## config.mk

```make
export PLATFORM = sky130hd
export DESIGN_NAME = riscv_core_icache_refill_axi
export DESIGN_NICKNAME = d
export VERILOG_FILES = /design/src/rtl/riscv_core_icache_pkg.sv /design/src/rtl/riscv_core_line_assembler.sv /design/src/rtl/riscv_core_icache_refill_axi.sv
export SDC_FILE = /design/constraint.sdc
export NUM_CORES = 1
export LEC_CHECK = 0
export BUFFER_PORTS_ARGS = -buffer_cell sky130_fd_sc_hd__buf_2
export CAP_MARGIN = 25
export CORE_ASPECT_RATIO = 1.2
export CORE_MARGIN = 3
export CORE_UTILIZATION = 56
export DETAILED_ROUTE_END_ITERATION = 16
export GPL_ROUTABILITY_DRIVEN = 0
export HOLD_SLACK_MARGIN = 0.12
export PLACE_DENSITY = 0.82
export SYNTH_ARGS = -nofsm -noshare
export SYNTH_HDL_FRONTEND = slang
export SYNTH_SLANG_ARGS = --single-unit
```

## constraint.sdc

```tcl
create_clock -name i_clk -period 3.67 [get_ports i_clk]
set_input_delay 0.1835 -clock i_clk [delete_from_list [all_inputs] [get_ports i_clk]]
set_output_delay 0.1835 -clock i_clk [all_outputs]
set_load 0.01 [all_outputs]
```

## src/rtl/riscv_core_icache_pkg.sv

```systemverilog
// Shared types and AXI constants for the I-cache line refill engine.
package riscv_core_icache_pkg;

  typedef enum logic [1:0] {
    ST_IDLE = 2'd0,
    ST_ADDR = 2'd1,
    ST_DATA = 2'd2,
    ST_DONE = 2'd3
  } refill_state_e;

  localparam logic [1:0] AXI_BURST_INCR = 2'b01;
  localparam logic [1:0] AXI_RESP_OKAY  = 2'b00;
  localparam int         LINE_BYTES     = 32;
  localparam int         OFFSET_BITS    = 5;

endpackage

```

## src/rtl/riscv_core_line_assembler.sv

```systemverilog
// Beat counter plus word-slot line register; beat k lands in word k of the line.
module riscv_core_line_assembler #(
  parameter int  LINE_WIDTH = 256,
  parameter int  DATA_WIDTH = 32,
  localparam int BEATS      = LINE_WIDTH / DATA_WIDTH,
  localparam int CNT_W      = $clog2(BEATS)
) (
  input  logic                  i_clk,
  input  logic                  i_rst,
  input  logic                  i_clear,
  input  logic                  i_beat_valid,
  input  logic [DATA_WIDTH-1:0] i_beat_data,
  output logic [LINE_WIDTH-1:0] o_line,
  output logic [CNT_W-1:0]      o_count,
  output logic                  o_last
);

  // Clear only rewinds the counter so the previous line stays readable
  // until the first beat of the next refill overwrites word 0.
  always_ff @(posedge i_clk) begin
    if (i_rst) begin
      o_line  <= '0;
      o_count <= '0;
    end else if (i_clear) begin
      o_count <= '0;
    end else if (i_beat_valid) begin
      o_line[o_count*DATA_WIDTH +: DATA_WIDTH] <= i_beat_data;
      o_count <= o_count + 1'b1;
    end
  end

  assign o_last = (o_count == CNT_W'(BEATS - 1));

endmodule

```

## src/rtl/riscv_core_icache_refill_axi.sv

```systemverilog
// I-cache refill responder: one AXI4 INCR read burst per 32-byte line request.
// Handshake: a beat or address transfers on the rising edge where valid && ready.
module riscv_core_icache_refill_axi
  import riscv_core_icache_pkg::*;
#(
  parameter int         ADDR_WIDTH     = 32,
  parameter int         LINE_WIDTH     = 256,
  parameter int         AXI_DATA_WIDTH = 32,
  parameter logic [3:0] AXI_ID         = 4'h0,
  localparam int        BEATS          = LINE_WIDTH / AXI_DATA_WIDTH,
  localparam int        CNT_W          = $clog2(BEATS)
) (
  input  logic                      i_clk,
  input  logic                      i_rst,
  input  logic                      i_mem_req,
  input  logic [ADDR_WIDTH-1:0]     i_addr,
  output logic                      o_mem_done,
  output logic [LINE_WIDTH-1:0]     o_line_data,
  output logic                      o_bus_err,
  output logic                      o_busy,
  output logic [ADDR_WIDTH-1:0]     o_araddr,
  output logic [7:0]                o_arlen,
  output logic [2:0]                o_arsize,
  output logic [1:0]                o_arburst,
  output logic [3:0]                o_arid,
  output logic                      o_arvalid,
  input  logic                      i_arready,
  input  logic [AXI_DATA_WIDTH-1:0] i_rdata,
  input  logic [1:0]                i_rresp,
  input  logic                      i_rlast,
  input  logic                      i_rvalid,
  output logic                      o_rready,
  output logic [1:0]                o_dbg_state,
  output logic [CNT_W-1:0]          o_dbg_beat_cnt
);

  localparam logic [ADDR_WIDTH-1:0] LINE_MASK =
    {{(ADDR_WIDTH-OFFSET_BITS){1'b1}}, {OFFSET_BITS{1'b0}}};

  refill_state_e         state_q, state_d;
  logic [ADDR_WIDTH-1:0] araddr_q;
  logic                  bus_err_q;
  logic                  req_accept;
  logic                  beat_accept;
  logic                  beat_last;
  logic [CNT_W-1:0]      beat_cnt;

  assign req_accept  = (state_q == ST_IDLE) && i_mem_req;
  assign beat_accept = (state_q == ST_DATA) && i_rvalid;

  always_ff @(posedge i_clk) begin
    if (i_rst) begin
      state_q   <= ST_IDLE;
      araddr_q  <= '0;
      bus_err_q <= 1'b0;
    end else begin
      state_q <= state_d;
      if (req_accept) begin
        araddr_q <= i_addr & LINE_MASK;
      end
      // RLAST is checked against our own count; the burst length is ours, not the slave's.
      if (beat_accept && ((i_rresp != AXI_RESP_OKAY) || (i_rlast != beat_last))) begin
        bus_err_q <= 1'b1;
      end
    end
  end

  always_comb begin
    state_d = state_q;
    case (state_q)
      ST_IDLE: if (i_mem_req)              state_d = ST_ADDR;
      ST_ADDR: if (i_arready)              state_d = ST_DATA;
      ST_DATA: if (i_rvalid && beat_last)  state_d = ST_DONE;
      ST_DONE:                             state_d = ST_IDLE;
      default:                             state_d = ST_IDLE;
    endcase
  end

  riscv_core_line_assembler #(
    .LINE_WIDTH (LINE_WIDTH),
    .DATA_WIDTH (AXI_DATA_WIDTH)
  ) u_line_asm (
    .i_clk        (i_clk),
    .i_rst        (i_rst),
    .i_clear      (req_accept),
    .i_beat_valid (beat_accept),
    .i_beat_data  (i_rdata),
    .o_line       (o_line_data),
    .o_count      (beat_cnt),
    .o_last       (beat_last)
  );

  assign o_arvalid      = (state_q == ST_ADDR);
  assign o_rready       = (state_q == ST_DATA);
  assign o_mem_done     = (state_q == ST_DONE);
  assign o_busy         = (state_q != ST_IDLE);
  assign o_bus_err      = bus_err_q;
  assign o_araddr       = araddr_q;
  assign o_arlen        = 8'(BEATS - 1);
  assign o_arsize       = 3'($clog2(AXI_DATA_WIDTH / 8));
  assign o_arburst      = AXI_BURST_INCR;
  assign o_arid         = AXI_ID;
  assign o_dbg_state    = state_q;
  assign o_dbg_beat_cnt = beat_cnt;

endmodule
```

# After elaboration in Yosys (flattened, before gate mapping)
# Index checks and enable logic that the tools add are counted.
# totals
reg_bits,289
input_bits,72
# op_classes
n_addsub,2
n_eq_ne,8
n_shift,2
n_mux,5
bitwise_logic,1
reduce_logical,11
# op_table
op,count
$bwmux 256,1
$shift 32x34->256 const A,1
$shiftx 32x34->256,1
$neg 8->34,1
$pmux 2 s4,1
$mux 2,3
$eq 2x2->1 const B,2
$logic_and 1x1->1,4
$ne 2x1->1 const B,2
$reduce_bool 2->1,2
$add 3x1->3 const B,1
$eq 3x3->1 const B,1
$reduce_and 3->1,1
$eq 2x1->1 const B,1
$logic_not 2->1,1
$ne 2x2->1 const B,1
$reduce_and 2->1,1
$reduce_or 2->1,1
$logic_or 1x1->1,1
$ne 1x1->1,1
$not 1->1,1

# Logic depth before layout (Yosys ltp)
# depth
ltp_word,4
mapped_depth,10
mapped_depth_nobuf,6

# Hierarchy
# A second synthesis with hierarchy kept.
# unflattened
cells_unflattened,1236
area_unflattened_um2,12433.2
# by_module_without_submodules
mod,n_inst,cells_each,area_each_um2,seq_area_each_um2
riscv_core_line_assembler,1,1071,11031.8,5185.0
riscv_core_icache_refill_axi,1,165,1401.3,600.6

# Least setup slack after synthesis
# Ideal clock, no wire load.
# synth_timing
path_kind,reg2reg
start,reg u_line_asm.o_count[0]
end,reg u_line_asm.o_line[200]
setup_ns,0.072
t_arrival_ns,2.196
required_time_ns,3.598
path_slack_ns,1.402
path_stages_with_launch,10
path_buffers,3
synth_period_minus_slack_ns,2.268
path_cell_list,dfxtp_1 -> buf_4 -> inv_1 -> ha_1 -> ha_1 -> and4bb_1 -> and4_1 -> buf_4 -> buf_6 -> mux2i_1
# synth_via
elab_chain_len,3
word_cells_on_any_way,4
classes_between,add/sub: 1; shift: 2; mux: 1
# synth_lines
element,line,text
start: declaration,riscv_core_line_assembler.sv:14,"output logic [CNT_W-1:0] o_count,"
start signal: assignment,riscv_core_line_assembler.sv:28,o_count <= o_count + 1'b1;
$neg 8->34 (*),riscv_core_line_assembler.sv:27,o_line[o_count*DATA_WIDTH +: DATA_WIDTH] <= i_beat_data;
$shiftx 32x34->256 / $shift 32x34->256 (equally long branches),riscv_core_line_assembler.sv:27,
$bwmux 256 (*),riscv_core_line_assembler.sv:27,
end signal: indexed assignment,riscv_core_line_assembler.sv:27,
end: declaration,riscv_core_line_assembler.sv:13,"output logic [LINE_WIDTH-1:0] o_line,"
# Mark *: on every way between the ends. The rest lies on a longest branch, timed or not.
# A chain may end at the register's enable or synchronous reset.

# Final worst setup path
# layout_timing
start,reg u_line_asm.o_count[0]
end,reg u_line_asm.o_line[61]
# Same word-level chain as after synthesis.

==> flow_metrics.env <==
export IMPL_run_status="finished, final reports clean"
export IMPL_final_layout_size_suffix_gt1_share_pct=30.22
export IMPL_routed_wl_mm=37.86
export IMPL_worstPathMaxFanout=18
export IMPL_grt_max_degree=166
export IMPL_dp_slack_ns=0.4967
export IMPL_min_from="i_rdata[6]"
export IMPL_fin_crit_ns=3.232
export IMPL_grt_first_pass_wirelength_mm=57.25
export IMPL_die_area_um2=24360
export IMPL_cts_root_buf="clkbuf_16"
export IMPL_finClkSkew_ns=0.008734
export IMPL_clk_path_buf_depth=3
export IMPL_setup_viol=0
export IMPL_syn_inst=1242
export IMPL_vias=10120
export IMPL_area_growth_synth_to_final_pct=26.31
export IMPL_ys_types=41
export IMPL_hold_end="u_line_asm.o_line[134]"
export IMPL_power_density_nw_per_um2=464.2
export IMPL_syn_area_um2=12610
export IMPL_hpwlAfterDp_mm=24.69
export IMPL_grt_setup_unrepaired="no"
export IMPL_fin_crit_sh_pct=88.07
export IMPL_slew_headroom_pct=36.97
export IMPL_slew_viol_final=0
export IMPL_clock_latency_ns=0.54
export IMPL_layout_setup_ws_ns=0.4378
export IMPL_clkTransAtPathRegs_ns=0.06
export IMPL_grt_pass1_vias=10380
export IMPL_n_fill_cell=1525
export IMPL_antenna_found_initial=0
export IMPL_cap_violations=0
export IMPL_fin_util_pct=72.64
export IMPL_routedWlPerCell_um=19.80
export IMPL_seq_area_um2=5786
export IMPL_overflow=0
export IMPL_yosys_warnings=0
export IMPL_via_per_inst=5.295
export IMPL_cts_max_level=1
export IMPL_grt_use_total_pct=29.54
export IMPL_die_w_um=143.0
export IMPL_io_buffer_count=359
export IMPL_crit_chain="inv_1 > ha_1 > ha_1 > and4b_1 > nand4_2 > buf_12 > mux2i_1"
export IMPL_clock_fmax_ghz=0.3094
export IMPL_firstDrtPassIters=5
export IMPL_synth_seq_cells=289
export IMPL_crit_type="flip-flop to flip-flop"
export IMPL_cts_tree="built"
export IMPL_arrival_ns=3.63
export IMPL_synthTopCellsByArea="dfxtp_1 46%, mux2i_1 18%, nand2b_1 11%, nand2_1 5.0%, mux2_4 3.3%"
export IMPL_r2r_start="u_line_asm.o_count[0]"
export IMPL_cts_made_buffers=28
export IMPL_hold_viol=0
export IMPL_syn_area_per_cell_um2=10.15
export IMPL_hold_slack_ns=0.1631
export IMPL_start_util_pct=57.51
export IMPL_endpoint_kind="flip-flop"
export IMPL_yosysTopAreaCellShare_pct=45.89
export IMPL_hold_path_depth=4
export IMPL_r2r_end="u_line_asm.o_line[61]"
export IMPL_num_rows=59
export IMPL_die_h_um=170.4
export IMPL_core_region_area_um2=21920
export IMPL_yosysTopAreaCell="dfxtp_1"
export IMPL_cts_sinks=289
export IMPL_crit_top_cell="ha_1"
export IMPL_cellLeakagePower_uw=0.007556
export IMPL_required_ns=4.07
export IMPL_finalSetupTns_ns=0
export IMPL_ios=387
export IMPL_ir_worst_vdd_uv=407.8
export IMPL_ant_nets=0
export IMPL_final_nets=1697
export IMPL_r2r_cells=7
export IMPL_multiInputGateArea_um2=6171
export IMPL_drt_first_iter_violations=444
export IMPL_yosysSeqAreaShare_pct=45.89
export IMPL_reg2reg_slack_ns=0.44
export IMPL_antenna_cells=0
export IMPL_crit_slowest_cell="nand4_2"
export IMPL_tightest_slew_ns=0.9440
export IMPL_max_stage_delay_ns=0.68
export IMPL_drc=0
export IMPL_hp_class="input pin to flip-flop"
export IMPL_startpoint_type="flip-flop"
==> per-stage QoR <==
stage | area, um^2 | total power, uW | cells
after global routing | 15930 | 7631 | 1912
after detailed placement | 14300 | 4222 | 1799
after global placement | 14300 | 4200 | 1799
final | 15930 | 7392 | 1912
after floorplan | 12680 | 3938 | 1262
after CTS | 15900 | 7336 | 1911
==> worst max path at each step <==
stage,slack (ns),to,startpoint,cells past startpoint
finish,0.44,u_line_asm.o_line[61],u_line_asm.o_count[0],7
global route,0.25,u_line_asm.o_line[61],u_line_asm.o_count[0],7
CTS,0.48,u_line_asm.o_line[16],u_line_asm.o_count[0],6
detailed placement,0.50,u_line_asm.o_line[26],u_line_asm.o_count[0],6
global placement,0.57,u_line_asm.o_line[6],u_line_asm.o_count[0],6
floorplan,1.40,u_line_asm.o_line[200],u_line_asm.o_count[0],9
==> synth_stat cells <==
library cell	count
nor4b_4	1
clkbuf_1	47
a21oi_1	29
dfxtp_1	289
xor2_1	1
nand2_1	169
and4b_1	2
ha_1	9
a21bo_2	1
nor2b_1	62
mux2i_1	228
conb_1	2
nor2_1	2
nand3b_1	3
nand3_1	8
nand4_2	2
and2b_1	1
nand2b_1	231
mux2_2	2
o311ai_0	1
nor3b_1	2
buf_2	19
buf_12	5
inv_1	7
nor3_1	4
buf_4	28
and4_1	3
nand4_1	3
a31oi_1	1
and2_1	1
buf_6	13
a31o_2	1
and4bb_1	1
xnor2_1	1
and3_1	1
mux2_4	28
or2_1	1
nand4b_4	1
clkbuf_2	1
or3b_2	30
nor4bb_1	1
==> per-layer routing <==
layer,up-vias,global-route usage [%],wire (um)
met5,-,0,0
met4,0,13.35,1784
met3,103,5.509,2429
met2,397,53.60,19150
met1,4851,33.38,14500
li1,4773,-,-
==> cell families (layout without fill, tap and decap cells) <==
| group | count (synthesis) | count (layout) | share of synthesized area (%) |
|---|---|---|---|
| simple gates | 529 | 529 | 23.97 |
| flops | 289 | 289 | 45.89 |
| mux | 258 | 258 | 21.61 |
| buf+inv | 120 | 496 | 6.024 |
| compound gates | 33 | 33 | 1.419 |
| fa+ha+maj | 9 | 9 | 0.8931 |
| other cells | 2 | 22 | 0.05956 |
| xor+xnor | 2 | 2 | 0.1390 |
==> report_power, final <==
part,internal (uW),total (uW),switching (uW)
registers,3230,3300,66.3
logic,408,996,587
clock network,1890,3100,1210
==> cell usage in the layout (no fill, tap or decap), types with 8 or more instances in the layout <==
master,Yosys,routed
a21oi_1,29,29
ha_1,9,9
buf_4,28,14
conb_1,2,22
nand2b_1,231,231
nor2b_1,62,62
clkbuf_1,47,8
mux2_4,28,28
clkbuf_16,0,29
mux2i_1,228,228
clkbuf_8,0,9
dlygate4sd3_1,0,60
or3b_2,30,30
nand2_1,169,169
dfxtp_1,289,289
buf_2,19,358
==> layout make-up <==
type,count,share of cell area [%]
Clock buffer,45,5.437
Clock inverter,7,0.8485
Inverter,7,0.1650
Multi-Input combinational cell,853,38.75
Sequential cell,289,36.33
Tap cell,274,2.153
Timing Repair Buffer,437,16.32
==> timing repair <==
action,4_1_cts,5_1_grt
resized for setup,0,0
endpoints found under the hold margin,127,0
hold buffers,60,0
buffers inserted,0,0
==> state kept, by name, indices dropped and copies added, names as in the netlist <==
register            count
o_bus_err               1
o_araddr               27
u_line_asm.o_line     256
o_dbg_state             2
u_line_asm.o_count      3
==> worst max-delay path: cells and delay by family, from the launching register on <==
| family | cells | cell delay, ns |
|---|---|---|
| adders and majority gates | 2 | 0.65 |
| DFF | 1 | 0.65 |
| and+or+nand+nor | 2 | 1.05 |
| buffers and inverters | 2 | 0.59 |
| muxes | 1 | 0.13 |
(Power assumes the default switching activity.)
